### config.mk
export PLATFORM = sky130hd
export DESIGN_NAME = edge_color_stats
export DESIGN_NICKNAME = d
export VERILOG_FILES = /design/src/rtl/edge_color_stats.sv
export SDC_FILE = /design/constraint.sdc
export NUM_CORES = 2
export LEC_CHECK = 0
export BUFFER_PORTS_ARGS = -buffer_cell sky130_fd_sc_hd__buf_2
export CAP_MARGIN = 5
export CELL_PAD_IN_SITES_DETAIL_PLACEMENT = 0
export CELL_PAD_IN_SITES_GLOBAL_PLACEMENT = 1
export CORE_MARGIN = 3
export CORE_UTILIZATION = 50
export DETAILED_ROUTE_END_ITERATION = 12
export PLACE_DENSITY = 0.89
export SLEW_MARGIN = 0
export SYNTH_ARGS = -nofsm -noshare
export SYNTH_HDL_FRONTEND = slang
export SYNTH_SLANG_ARGS = --single-unit
### constraint.sdc
create_clock -name clk -period 35.6 [get_ports clk]
set_input_delay 7.12 -clock clk [delete_from_list [all_inputs] [get_ports clk]]
set_output_delay 7.12 -clock clk [all_outputs]
set_load 0.02 [all_outputs]
### src/rtl/edge_color_stats.sv
// Per-frame max/min/avg background colour on the four edges of a
// square sprite window, published atomically with a one-cycle strobe.
module edge_color_stats #(
  parameter int SIZE_LOG2 = 4,
  parameter int COLOR_W   = 8,
  parameter int COORD_W   = 10
) (
  input  logic                   clk,
  input  logic                   rst,
  input  logic                   frame_start,
  input  logic                   frame_end,
  input  logic                   pix_valid,
  input  logic [COORD_W-1:0]     pix_x,
  input  logic [COORD_W-1:0]     pix_y,
  input  logic [COLOR_W-1:0]     R_bg,
  input  logic [COLOR_W-1:0]     G_bg,
  input  logic [COLOR_W-1:0]     B_bg,
  input  logic [COORD_W-1:0]     ancora_sp_X,
  input  logic [COORD_W-1:0]     ancora_sp_Y,
  output logic [12*COLOR_W-1:0]  stat_max,
  output logic [12*COLOR_W-1:0]  stat_min,
  output logic [12*COLOR_W-1:0]  stat_avg,
  output logic [3:0]             edge_ok,
  output logic                   stats_valid,
  output logic                   busy
);

  localparam int N   = 1 << SIZE_LOG2;
  localparam int SW  = COLOR_W + SIZE_LOG2 + 1;
  localparam int CNW = SIZE_LOG2 + 2;
  localparam int AW  = COORD_W + 1;

  localparam logic [0:0] IDLE    = 1'b0;
  localparam logic [0:0] COLLECT = 1'b1;

  typedef logic [3:0][2:0][COLOR_W-1:0] col_t;
  typedef logic [3:0][2:0][SW-1:0]      sum_t;
  typedef logic [3:0][CNW-1:0]          cnt_t;

  logic [0:0]         state_q, state_d;
  logic [COORD_W-1:0] ax_q, ay_q;
  col_t               max_q, max_d, min_q, min_d;
  sum_t               sum_q, sum_d;
  cnt_t               cnt_q, cnt_d;
  col_t               fmax, fmin;
  sum_t               fsum;
  cnt_t               fcnt;
  col_t               pmax_q, pmax_d, pmin_q, pmin_d;
  col_t               pavg_q, pavg_d;
  logic [3:0]         ok_q, ok_d;
  logic               valid_q;

  logic [AW-1:0]          x, y, axl, ayl, axh, ayh;
  logic                   inx, iny, upd, publish;
  logic [3:0]             hit;
  logic [2:0][COLOR_W-1:0] pix;
  logic [COLOR_W-1:0]     bmax, bmin;
  logic [SW-1:0]          bsum;
  logic [CNW-1:0]         bcnt;
  logic [COLOR_W:0]       avgw;

  // Membership uses the live anchor on frame_start, else the latched one.
  always_comb begin
    x   = {1'b0, pix_x};
    y   = {1'b0, pix_y};
    axl = {1'b0, frame_start ? ancora_sp_X : ax_q};
    ayl = {1'b0, frame_start ? ancora_sp_Y : ay_q};
    axh = axl + AW'(N - 1);
    ayh = ayl + AW'(N - 1);
    inx = (x >= axl) && (x <= axh);
    iny = (y >= ayl) && (y <= ayh);
    hit[0] = (y == ayl) && inx;
    hit[1] = (y == ayh) && inx;
    hit[2] = (x == axl) && iny;
    hit[3] = (x == axh) && iny;
    pix[0] = R_bg;
    pix[1] = G_bg;
    pix[2] = B_bg;
    upd = pix_valid && (state_q == COLLECT || frame_start);
    publish = (state_q == COLLECT) && frame_end;
  end

  always_comb begin
    max_d = max_q;
    min_d = min_q;
    sum_d = sum_q;
    cnt_d = cnt_q;
    bmax  = '0;
    bmin  = '1;
    bsum  = '0;
    bcnt  = '0;
    for (int e = 0; e < 4; e++) begin
      bcnt = frame_start ? '0 : cnt_q[e];
      cnt_d[e] = bcnt;
      if (upd && hit[e] && (bcnt != '1))
        cnt_d[e] = bcnt + CNW'(1);
      for (int c = 0; c < 3; c++) begin
        bmax = frame_start ? '0 : max_q[e][c];
        bmin = frame_start ? '1 : min_q[e][c];
        bsum = frame_start ? '0 : sum_q[e][c];
        max_d[e][c] = bmax;
        min_d[e][c] = bmin;
        sum_d[e][c] = bsum;
        if (upd && hit[e]) begin
          if (pix[e == 0 ? c : c] > bmax)
            max_d[e][c] = pix[c];
          if (pix[c] < bmin)
            min_d[e][c] = pix[c];
          sum_d[e][c] = bsum + SW'(pix[c]);
        end
      end
    end
  end

  // The published frame excludes a coincident frame_start pixel.
  always_comb begin
    fmax   = frame_start ? max_q : max_d;
    fmin   = frame_start ? min_q : min_d;
    fsum   = frame_start ? sum_q : sum_d;
    fcnt   = frame_start ? cnt_q : cnt_d;
    pmax_d = fmax;
    pmin_d = '0;
    pavg_d = '0;
    ok_d   = '0;
    avgw   = '0;
    for (int e = 0; e < 4; e++) begin
      ok_d[e] = (fcnt[e] == CNW'(N));
      for (int c = 0; c < 3; c++) begin
        pmin_d[e][c] = (fcnt[e] == '0) ? '0 : fmin[e][c];
        avgw = fsum[e][c][SW-1:SIZE_LOG2];
        pavg_d[e][c] = avgw[COLOR_W] ? '1 : avgw[COLOR_W-1:0];
      end
    end
  end

  always_comb begin
    state_d = state_q;
    if (frame_start)
      state_d = COLLECT;
    else if (publish)
      state_d = IDLE;
  end

  always_ff @(posedge clk or posedge rst) begin
    if (rst) begin
      state_q <= IDLE;
      ax_q    <= '0;
      ay_q    <= '0;
      max_q   <= '0;
      min_q   <= '1;
      sum_q   <= '0;
      cnt_q   <= '0;
      pmax_q  <= '0;
      pmin_q  <= '0;
      pavg_q  <= '0;
      ok_q    <= '0;
      valid_q <= 1'b0;
    end else begin
      state_q <= state_d;
      if (frame_start) begin
        ax_q <= ancora_sp_X;
        ay_q <= ancora_sp_Y;
      end
      max_q   <= max_d;
      min_q   <= min_d;
      sum_q   <= sum_d;
      cnt_q   <= cnt_d;
      valid_q <= publish;
      if (publish) begin
        pmax_q <= pmax_d;
        pmin_q <= pmin_d;
        pavg_q <= pavg_d;
        ok_q   <= ok_d;
      end
    end
  end

  assign stat_max    = pmax_q;
  assign stat_min    = pmin_q;
  assign stat_avg    = pavg_q;
  assign edge_ok     = ok_q;
  assign stats_valid = valid_q;
  assign busy        = (state_q == COLLECT);

endmodule

==> flow_summary.ini <==
[status]
outcome = finished clean

[final_layout]
drive_gt1_frac = 0.187
area_delta_synth_final_pct = 12.9
finish.utilization = 0.573
fin_area_um2 = 46400
fillers = 7198
final_nets = 4886

[worst_setup_path]
path_cells = buf_8 -> mux2i_1 -> ha_1 -> nor4bb_2 -> a211oi_2 -> a21boi_0 -> xnor2_1 -> ha_1 -> o21a_1 -> o21ai_0 -> a221o_2 -> o221ai_4 -> buf_4 -> buf_4 -> nand2b_1 -> or2_1 -> mux2i_1 -> a211oi_2
path_depth = 18
reg2regPathDepth = 16
critPathMaxFanout = 103
cp.required_ns = 36.05
critPathMaxStageDelay_ns = 0.76
cp_top_family = compound AO/OA/AOI/OAI gates
crit_arrival_ns = 12.92
crit_type = in2reg
start_kind = primary input
crit_buf_inv = 3
slowest_stage = nand2b_1
end_kind = flop

[clock_network]
postCtsSetupRepairBufs = 0
clk_latency_ns = 0.64
cts_tree = yes
holdBufCountCts = 0
cts_root_buffer = clkbuf_16
path_clk_slew_ns = 0.06
cts_resized = 0
max-clock-path-buffers = 3
htreeDepth = 3
clock-sinks = 686
cts_buffers = 80

[yosys]
avgSynthCellArea_um2 = 9.71
syn_area_um2 = 41100
netlist_top_cells_count = dfrtp_1, nor2_1, nand2_1
synth.most_common_cell = dfrtp_1
ys_warn_count = 0
ys_async_sr_fraction = 1.00
synth_ff_type = dfrtp_1
synth-seq-area-share = 0.421
yosys-top-cells-area = dfrtp_1, ha_1, dfstp_2
yosys_register_bits = 686
synth_top_area_frac = 0.359
synth_edf_count = 0
synth_cell_type_count = 111
synth_top_area_cell = dfrtp_1
syn_inst = 4233
synth_nets = 4636

[power_and_ir_drop]
finalPower_mw = 1.97
ir_drop_mv = 0.0362
p_per_area_nw_per_um2 = 42.5
leakagePower_nw = 22.4

[sta]
hold_violations = 0
fin_skew_ns = 0.0287
fmax_ghz = 0.0802
maxSlewViolCount = 0
setup_viol_count_final = 0
slew_headroom = 0.151
whs_ns = 0.473
fin_crit_ns = 12.47
worst_pin_slew_ns = 1.27
rsz0062_at_grt = false
setup_tns_ns = 0
min_period_over_period = 0.350

[grt]
grt.total_usage = 0.285
grt_pass1_wl_mm = 192
grt.overflow.total = 0
grt_pass1_vias = 32600
grt_antenna_before_repair = 4
grt_max_degree = 215

[place]
hpwlAfterDp_mm = 82.1
place_area_um2 = 43700
routabilityCongestion = 0.856
io_buffers = 362

[detailed_routing]
dr.pass1.iters = 5
drtIter0Drc = 2488
drc = 0
drt-met1-wl_mm = 53.2
highest_layer = met5
dr_wl_met2_mm = 55.8
vias = 33200
antenna_left = 0
wl_met3_mm = 9.46
wl_per_cell_um = 22.0
drt-vias-per-instance = 5.93
routed_wirelength_mm = 124

[floorplanning]
core_area_um2 = 80900
start_util = 0.508
die_x_um = 293
die-area_um2 = 85700
core.rowCount = 104
ios = 363
die_y_um = 293

[worst_hold_path]
hold_class = reg2reg
hold_depth = 2

[flow_run]
maxCapViolCount = 0
[power by group]
group / switching, mW / internal [mW]
Clock: 0.346 / 0.514
Combinational: 0.188 / 0.0822
Sequential: 0.0299 / 0.812
Total: 0.564 / 1.41
[cell type report]
cell class                 count  area [µm²]  share of cell area
multi-input combinational   3179       22300               0.480
sequential                   686       17300               0.372
clock buffer                 121        2380              0.0512
timing repair buffer         418        2290              0.0494
tap                         1060        1330              0.0286
inverter                     118         463             0.00997
clock inverter                25         367             0.00790
antenna                        3        7.51            0.000162
[sequential cells by signal, indices dropped and copies added, names as in the netlist]
register and cells:
ax_q 10, ay_q 10, sum_q 156, edge_ok 4, min_q 96, stat_max 96, stat_min 96, cnt_q 24
max_q 96, busy 1, stat_avg 96, stats_valid 1
[cell usage in the layout (no fill, tap or decap), types with 82 or more instances in the layout]
master | netlist | routed
a21o_1 | 82 | 82
o21ai_0 | 207 | 207
a21oi_1 | 306 | 306
and3_1 | 98 | 98
mux2i_1 | 162 | 162
nor2_1 | 488 | 486
inv_1 | 117 | 115
dfrtp_1 | 590 | 590
nand2_1 | 336 | 335
ha_1 | 322 | 322
buf_2 | 55 | 361
nand3_1 | 107 | 106
dfstp_2 | 96 | 96
xnor2_1 | 111 | 111
nor2b_1 | 145 | 145
[final timing paths]
path	startpoint	end	slack, ns
worst min-delay path	edge_ok[2]$_DFFE_PP0P_	edge_ok[2]$_DFFE_PP0P_	0.47
worst max-delay path	frame_start	stat_min[60]$_DFFE_PP0P_	23.13
worst min register to register	edge_ok[2]$_DFFE_PP0P_	edge_ok[2]$_DFFE_PP0P_	0.47
max in group asynchronous	rst	stat_avg[80]$_DFFE_PP0P_	26.58
min in group asynchronous	rst	stat_max[49]$_DFFE_PP0P_	6.60
worst max register to register	ax_q[2]$_DFF_PP0_	stat_min[36]$_DFFE_PP0P_	30.04
[kinds of logic (layout without fill, tap and decap cells)]
kind of cell / count (synthesis) / after routing / share of synthesized area
mux: 219 / 219 / 0.0555
simple gates: 1436 / 1436 / 0.172
flops: 686 / 686 / 0.421
xor+xnor: 182 / 182 / 0.0390
fa+ha+maj: 334 / 334 / 0.104
other cells: 0 / 3 / 0
compound gates: 1008 / 1008 / 0.171
buf+inv: 368 / 682 / 0.0382
[per-stage QoR]
step	cells	setup WS [ns]
final	5610	23.13
after global placement	5458	22.65
after global routing	5607	22.72
after detailed placement	5459	22.51
after floorplan	4233	9.41
after CTS	5605	23.13
[worst min-delay path, cell delays in order, from the launching register on]
cell	delay [ns]
dfrtp_1	0.34
nand2_1	0.05
nand2_1	0.05
[per-layer routing]
| layer | vias to the layer above | global-route usage |
|---|---|---|
| met2 | 1128 | 0.451 |
| li1 | 15600 | - |
| met3 | 215 | 0.0580 |
| met1 | 16300 | 0.384 |
| met5 | - | 0 |
| met4 | 4 | 0.116 |
Power figures use the tool's default switching activity.
